--- src/rtl/missile_fire_ctrl_if.sv ---
// Missile fire controller bus: frame strobe, shoot key, mover handshake,
// collision input and HUD statistics for one tank's missile.
// master : the fire controller itself
// slave  : the surrounding mover / collision / HUD logic
interface missile_fire_ctrl_if;
  logic        startOfFrame;
  logic        keyRaw;
  logic [10:0] missileTopLeftX;
  logic [10:0] missileTopLeftY;
  logic        missileDrawEn;
  logic        hitCollision;
  logic        fireReq;
  logic        missileKill;
  logic        busy;
  logic [7:0]  shotCount;
  logic [7:0]  hitCount;
  logic        fireFail;

  modport master (
    input  startOfFrame, keyRaw, missileTopLeftX, missileTopLeftY,
           missileDrawEn, hitCollision,
    output fireReq, missileKill, busy, shotCount, hitCount, fireFail
  );

  modport slave (
    output startOfFrame, keyRaw, missileTopLeftX, missileTopLeftY,
           missileDrawEn, hitCollision,
    input  fireReq, missileKill, busy, shotCount, hitCount, fireFail
  );
endinterface

--- src/rtl/missile_fire_ctrl.sv ---
// Fire-side controller for one tank's missile: turns the shoot key into a
// one-clock fire request, supervises the missile in flight (hit, off-screen,
// flight timeout), strobes the kill, enforces a frame-based reload cooldown
// and keeps saturating shot/hit counters for the HUD.
// Optional build macro AUTOFIRE_EN: when defined, a held key (level) also
// fires from IDLE, so the tank refires every time the cooldown ends.
module missile_fire_ctrl #(
  parameter int SCREEN_W          = 640,
  parameter int SCREEN_H          = 480,
  parameter int MISSILE_SIZE      = 8,
  parameter int MAX_FLIGHT_FRAMES = 90,
  parameter int COOLDOWN_FRAMES   = 15,
  parameter int ACK_TIMEOUT       = 4
) (
  input  logic                 clk,
  input  logic                 resetN,
  missile_fire_ctrl_if.master  bus
);

  typedef enum logic [2:0] {
    IDLE     = 3'd0,
    FIRE     = 3'd1,
    FLIGHT   = 3'd2,
    KILL     = 3'd3,
    COOLDOWN = 3'd4
  } state_t;

  // Highest legal top-left coordinate; anything above (including wrapped
  // negative positions, which land near 2047) is off screen.
  localparam logic [10:0] X_MAX      = 11'(SCREEN_W - MISSILE_SIZE);
  localparam logic [10:0] Y_MAX      = 11'(SCREEN_H - MISSILE_SIZE);
  localparam logic [7:0]  FLIGHT_LIM = 8'(MAX_FLIGHT_FRAMES);
  localparam logic [7:0]  CD_LIM     = 8'(COOLDOWN_FRAMES);
  localparam logic [3:0]  ACK_LIM    = 4'(ACK_TIMEOUT);

  state_t     state;
  logic       keyPrev;
  logic [3:0] ackCnt;
  logic [7:0] frameCnt;
  logic [7:0] cdCnt;

  logic keyEdge;
  logic fireTrig;
  logic outOfBounds;

  function automatic logic [7:0] sat_inc8(input logic [7:0] v);
    return (v == 8'hFF) ? v : v + 8'd1;
  endfunction

  assign keyEdge     = bus.keyRaw & ~keyPrev;
  assign outOfBounds = (bus.missileTopLeftX > X_MAX) || (bus.missileTopLeftY > Y_MAX);

`ifdef AUTOFIRE_EN
  assign fireTrig = keyEdge | bus.keyRaw;
`else
  assign fireTrig = keyEdge;
`endif

  // Fire/flight/kill/cooldown sequencer with registered outputs and counters.
  always_ff @(posedge clk) begin
    if (!resetN) begin
      state           <= IDLE;
      keyPrev         <= 1'b0;
      ackCnt          <= 4'd0;
      frameCnt        <= 8'd0;
      cdCnt           <= 8'd0;
      bus.fireReq     <= 1'b0;
      bus.missileKill <= 1'b0;
      bus.busy        <= 1'b0;
      bus.shotCount   <= 8'd0;
      bus.hitCount    <= 8'd0;
      bus.fireFail    <= 1'b0;
    end else begin
      keyPrev <= bus.keyRaw;
      case (state)
        IDLE: begin
          if (fireTrig) begin
            bus.fireReq <= 1'b1;
            bus.busy    <= 1'b1;
            ackCnt      <= 4'd0;
            state       <= FIRE;
          end
        end
        FIRE: begin
          bus.fireReq <= 1'b0;
          if (bus.missileDrawEn) begin
            frameCnt      <= 8'd0;
            bus.shotCount <= sat_inc8(bus.shotCount);
            state         <= FLIGHT;
          end else begin
            ackCnt <= ackCnt + 4'd1;
            if (ackCnt + 4'd1 == ACK_LIM) begin
              bus.fireFail <= 1'b1;
              bus.busy     <= 1'b0;
              state        <= IDLE;
            end
          end
        end
        FLIGHT: begin
          // Priority: external kill, hit, off-screen, flight timeout.
          if (!bus.missileDrawEn) begin
            cdCnt <= 8'd0;
            state <= COOLDOWN;
          end else if (bus.hitCollision) begin
            bus.hitCount    <= sat_inc8(bus.hitCount);
            bus.missileKill <= 1'b1;
            state           <= KILL;
          end else if (outOfBounds) begin
            bus.missileKill <= 1'b1;
            state           <= KILL;
          end else if (bus.startOfFrame) begin
            frameCnt <= frameCnt + 8'd1;
            if (frameCnt + 8'd1 == FLIGHT_LIM) begin
              bus.missileKill <= 1'b1;
              state           <= KILL;
            end
          end
        end
        KILL: begin
          // Hold the kill until the mover confirms the missile is gone.
          if (!bus.missileDrawEn) begin
            bus.missileKill <= 1'b0;
            cdCnt           <= 8'd0;
            state           <= COOLDOWN;
          end
        end
        COOLDOWN: begin
          if (cdCnt == CD_LIM) begin
            bus.busy <= 1'b0;
            state    <= IDLE;
          end else if (bus.startOfFrame) begin
            cdCnt <= cdCnt + 8'd1;
          end
        end
        default: begin
          bus.fireReq     <= 1'b0;
          bus.missileKill <= 1'b0;
          bus.busy        <= 1'b0;
          state           <= IDLE;
        end
      endcase
    end
  end

endmodule

--- src/flat_wrapper.sv ---
// flat-port wrapper written by rule: the top's interface ports become plain ports
module missile_fire_ctrl_flat 
#(
  parameter int SCREEN_W          = 640,
  parameter int SCREEN_H          = 480,
  parameter int MISSILE_SIZE      = 8,
  parameter int MAX_FLIGHT_FRAMES = 90,
  parameter int COOLDOWN_FRAMES   = 15,
  parameter int ACK_TIMEOUT       = 4
)
  (clk, resetN, bus_startOfFrame, bus_keyRaw, bus_missileTopLeftX, bus_missileTopLeftY, bus_missileDrawEn, bus_hitCollision, bus_fireReq, bus_missileKill, bus_busy, bus_shotCount, bus_hitCount, bus_fireFail);
  missile_fire_ctrl_if bus_i ();
  input  logic clk;
  input  logic resetN;
  input wire logic [$bits(bus_i.startOfFrame)-1:0] bus_startOfFrame;
  input wire logic [$bits(bus_i.keyRaw)-1:0] bus_keyRaw;
  input wire logic [$bits(bus_i.missileTopLeftX)-1:0] bus_missileTopLeftX;
  input wire logic [$bits(bus_i.missileTopLeftY)-1:0] bus_missileTopLeftY;
  input wire logic [$bits(bus_i.missileDrawEn)-1:0] bus_missileDrawEn;
  input wire logic [$bits(bus_i.hitCollision)-1:0] bus_hitCollision;
  output wire logic [$bits(bus_i.fireReq)-1:0] bus_fireReq;
  output wire logic [$bits(bus_i.missileKill)-1:0] bus_missileKill;
  output wire logic [$bits(bus_i.busy)-1:0] bus_busy;
  output wire logic [$bits(bus_i.shotCount)-1:0] bus_shotCount;
  output wire logic [$bits(bus_i.hitCount)-1:0] bus_hitCount;
  output wire logic [$bits(bus_i.fireFail)-1:0] bus_fireFail;
  assign bus_i.startOfFrame = bus_startOfFrame;
  assign bus_i.keyRaw = bus_keyRaw;
  assign bus_i.missileTopLeftX = bus_missileTopLeftX;
  assign bus_i.missileTopLeftY = bus_missileTopLeftY;
  assign bus_i.missileDrawEn = bus_missileDrawEn;
  assign bus_i.hitCollision = bus_hitCollision;
  assign bus_fireReq = bus_i.fireReq;
  assign bus_missileKill = bus_i.missileKill;
  assign bus_busy = bus_i.busy;
  assign bus_shotCount = bus_i.shotCount;
  assign bus_hitCount = bus_i.hitCount;
  assign bus_fireFail = bus_i.fireFail;
  missile_fire_ctrl #(.SCREEN_W(SCREEN_W), .SCREEN_H(SCREEN_H), .MISSILE_SIZE(MISSILE_SIZE), .MAX_FLIGHT_FRAMES(MAX_FLIGHT_FRAMES), .COOLDOWN_FRAMES(COOLDOWN_FRAMES), .ACK_TIMEOUT(ACK_TIMEOUT)) u_core (.clk(clk), .resetN(resetN), .bus(bus_i));
endmodule
--- config.mk ---
export PLATFORM = sky130hd
export DESIGN_NAME = missile_fire_ctrl_flat
export DESIGN_NICKNAME = d
export VERILOG_FILES = /design/src/rtl/missile_fire_ctrl_if.sv /design/src/rtl/missile_fire_ctrl.sv /design/src/flat_wrapper.sv
export SDC_FILE = /design/constraint.sdc
export NUM_CORES = 1
export LEC_CHECK = 0
export ABC_AREA = 1
export BUFFER_PORTS_ARGS = -buffer_cell sky130_fd_sc_hd__buf_2
export CAP_MARGIN = 5
export CORE_MARGIN = 5
export CORE_UTILIZATION = 42
export CTS_CLUSTER_DIAMETER = 200
export DETAILED_ROUTE_END_ITERATION = 8
export SLEW_MARGIN = 10
export SYNTH_ARGS = -nofsm -noshare
export SYNTH_HDL_FRONTEND = slang
export SYNTH_SLANG_ARGS = --single-unit
--- constraint.sdc ---
create_clock -name clk -period 2.2 [get_ports clk]
set_input_delay 0.11 -clock clk [delete_from_list [all_inputs] [get_ports clk]]
set_output_delay 0.11 -clock clk [all_outputs]
set_load 0.02 [all_outputs]
==> summary.md <==
* total vias in the final route: 2662
* endpoint with the worst hold slack: u_core.keyPrev
* Post-DRT Antenna Nets: 0
* achievable clock frequency: 598 MHz
* Switch Pwr: 1.21 mW
* r2r worst-path depth: 9
* clock latency of the later-clocked register in the worst-skew pair: 0.30 ns
* static leakage: 1.42 nW
* total iterations of the first detailed-routing run: 4
* die outline area: 8250 um^2
* Port Buffers: 47
* number of setup buffers added after CTS: 0
* HPWL Detailed: 4.60 mm
* Cell Area, Synth: 2740 um^2
* number of maximum-capacitance violations: 0
* Mapped Nets: 462
* part of the power in registers: 0.394
* Peak VDD IR: 0.467 mV
* drt initial violations: 103
* slew of the pin with the lowest slew margin: 0.480 ns
* Final Setup Violations: 0
* Min Clock Period, post-route: 1.67 ns
* remaining global-route overflow: 0
* hold depth: 3
* Horiz. Die Dim: 90.8 um
* Clock H-tree levels: 2
* Clock Root Buffer: sky130_fd_sc_hd__clkbuf_8
* RD Place Congestion: 0.831
* starting density of the core: 0.432
* number of library cell types mapped by synthesis: 33
* Routed Wire Length: 6.07 mm
* register-to-register setup slack: 0.53 ns
* via count of the first global-routing pass: 2470
* critical path endpoint category: register
* critical hold path startpoint: bus_keyRaw
* pin count of the biggest net entering global routing: 17
* number of top-level pins: 48
* CTS clock-pin slew for the worst setup and hold paths: 0.09 ns
* data arrival time of the critical path: 1.87 ns
* fin crit share: 0.760
* combinational cell fraction of total power: 0.422
* Crit Path Category: reg -> reg
* clock tree skew after final layout: 0.00965 ns
* DRC viols: 0
* area grow syn2layout: 13.9%
* setup tns final: 0 ns
* hold buffer count at CTS: 0
* ant diodes: 0
* clock buffer count from CTS: 5
* yosys warns: 0
* Clock Path Buffers: 2
* reg-to-reg endpoint: u_core.bus.hitCount[5]
* Critical Path Source Type: register
* clock tree from TritonCTS: built
* Routed WL per cell: 11.0 um
* fraction of layout instances using a drive strength above 1: 0.189
* type of the tightest min-delay check: in -> reg
* final design instance area without fill: 3130 um^2
* initial antenna violation count: 0
* sw frac: 0.437
* area of the core: 6350 um^2
* Worst slew margin: 0.679
* die boundary height: 90.8 um
* Syn Inst Count: 427
* All-Layer GR Usage: 0.151
* number of clock sinks seen by CTS: 44
* flop and latch count out of synthesis: 44
* run status: finished clean
* Internal: 1.55 mW
* part of the Yosys area used for sequential elements: 0.321
* power density of the placed cells: 882 nW/um^2
* number of cell rows: 29
* Vias/cell: 4.82
* final number of max-transition violations: 0
* Area after DPL: 3040 um^2
* count of endpoints failing hold in the final timing report: 0
* largest fanout on the critical path: 9
* cts repair resizes: 0
* setup repair after global routing missed its margin: false
* final cell count without fillers: 552
* average footprint of a synthesized cell: 6.43 um^2
* nets@finish: 510
* portion of total power attributed to the clock network: 0.184
* worst reg2reg path startpoint: u_core.state[1]
* Post-Route Utilization: 0.492
* wire length of the first global-routing pass: 10.7 mm
* Inst Count DP: 545
* required time of the worst setup path: 2.39 ns
-- how the worst max path moves through the flow --
stage	end	from	slack, ns
2_1_floorplan	u_core.bus.hitCount[6]	u_core.bus.hitCount[1]	0.70
3_3_place_gp	u_core.bus.hitCount[5]	u_core.state[1]	0.54
3_5_place_dp	u_core.bus.hitCount[5]	u_core.state[1]	0.55
4_1_cts	u_core.bus.hitCount[5]	u_core.state[1]	0.53
5_1_grt	u_core.state[1]	u_core.frameCnt[0]	0.31
6_report	u_core.bus.hitCount[5]	u_core.state[1]	0.53
-- metrics by stage --
step	setup WS (ns)	hold slack, ns	power [mW]
6_report	0.528	0.0327	2.76
5_1_grt	0.305	0.0131	3.02
4_1_cts	0.529	0.0255	2.78
3_5_place_dp	0.547	0.340	2.27
3_3_place_gp	0.544	0.336	2.26
2_1_floorplan	0.705	0.203	2.02
-- power groups by stage --
stage               logic (mW)  registers (mW)  clock network [mW]
floorplan                0.915            1.11                   0
global placement          1.15            1.10                   0
detailed placement        1.16            1.11                   0
CTS                       1.17            1.09               0.524
global route              1.35            1.11               0.562
finish                    1.16            1.09               0.507
-- synthesized netlist by cell type, drive strengths merged --
cell type / instances / area [um^2]
nor2: 57 / 267
nand2: 117 / 469
o21a: 3 / 22.5
o21bai: 1 / 7.51
buf: 4 / 31.3
a21oi: 40 / 200
a211oi: 1 / 7.51
dfxtp: 44 / 881
o211a: 1 / 10.0
clkinv: 1 / 3.75
nor3b: 1 / 7.51
clkbuf: 4 / 15.0
inv: 63 / 236
or2: 3 / 18.8
nand4: 7 / 43.8
o21ai: 18 / 128
nand3: 37 / 185
ha: 7 / 87.6
nor3: 15 / 96.4
xor2: 3 / 26.3
-- placed cells by master, fill, tap and decap left out --
cell	count
sky130_fd_sc_hd__nand2_1	109
sky130_fd_sc_hd__inv_1	55
sky130_fd_sc_hd__nor2_1	48
sky130_fd_sc_hd__buf_2	47
sky130_fd_sc_hd__dfxtp_1	44
sky130_fd_sc_hd__a21oi_1	40
sky130_fd_sc_hd__nand3_1	37
sky130_fd_sc_hd__o21ai_0	12
sky130_fd_sc_hd__nor3_1	12
sky130_fd_sc_hd__inv_2	8
sky130_fd_sc_hd__nand4_1	7
sky130_fd_sc_hd__ha_1	7
sky130_fd_sc_hd__nand2_2	6
sky130_fd_sc_hd__nor2_4	6
sky130_fd_sc_hd__clkbuf_8	5
sky130_fd_sc_hd__nor2_2	3
sky130_fd_sc_hd__o21ai_4	3
sky130_fd_sc_hd__o21a_1	3
sky130_fd_sc_hd__xor2_1	3
sky130_fd_sc_hd__o21ai_1	2
sky130_fd_sc_hd__nor3_2	2
sky130_fd_sc_hd__or2_2	2
sky130_fd_sc_hd__nand2_4	2
sky130_fd_sc_hd__buf_4	2
sky130_fd_sc_hd__o21bai_1	1
sky130_fd_sc_hd__or2_0	1
sky130_fd_sc_hd__nor3_4	1
sky130_fd_sc_hd__clkinv_1	1
sky130_fd_sc_hd__o21ai_2	1
sky130_fd_sc_hd__nor3b_1	1
sky130_fd_sc_hd__o211a_1	1
sky130_fd_sc_hd__a211oi_1	1
sky130_fd_sc_hd__clkinv_2	1
sky130_fd_sc_hd__clkinvlp_4	1
-- state kept, by name, summed over array words and instances (netlist names) --
signal and flops:
u_core.cdCnt 8, u_core.bus.fireReq 1, u_core.state 3, u_core.bus.fireFail 1, u_core.ackCnt 4, u_core.bus.hitCount 8
u_core.bus.shotCount 8, u_core.keyPrev 1, u_core.bus.missileKill 1, u_core.bus.busy 1, u_core.frameCnt 8
-- area by class of cell --
cell class / instances / area (um^2)
multi-input cells: 311 / 1580
clock inverters: 2 / 12.5
inverters: 64 / 240
clock buffers: 5 / 68.8
repair buffers: 49 / 250
well taps: 77 / 96.3
flip-flops and latches: 44 / 881
fillers: 687 / 3220
-- critical path, stage by stage (launching register included) --
cell	delay (ns)
sky130_fd_sc_hd__dfxtp_1	0.44
sky130_fd_sc_hd__nand2_2	0.12
sky130_fd_sc_hd__nor2_2	0.25
sky130_fd_sc_hd__nand2_2	0.13
sky130_fd_sc_hd__nor2_4	0.14
sky130_fd_sc_hd__o21ai_4	0.11
sky130_fd_sc_hd__nor3_4	0.17
sky130_fd_sc_hd__nand3_1	0.09
sky130_fd_sc_hd__nand2_1	0.07
sky130_fd_sc_hd__a21oi_1	0.04
-- per-layer routing --
layer,part of all wire,GRT usage,wire [um]
met5,0,0,0
met4,0.011,0.0379,64
met3,0.031,0.0283,190
met2,0.46,0.257,2790
met1,0.50,0.194,3030
-- kinds of logic after synthesis --
logic type / synth area share
AO/OA/AOI/OAI: 0.137
XOR/XNOR: 0.00958
adder cells (fa/ha/maj): 0.0319
buffers and inverters: 0.104
flip-flops: 0.321
AND/OR/NAND/NOR: 0.396
No activity file was read; power rests on OpenSTA's default activity.
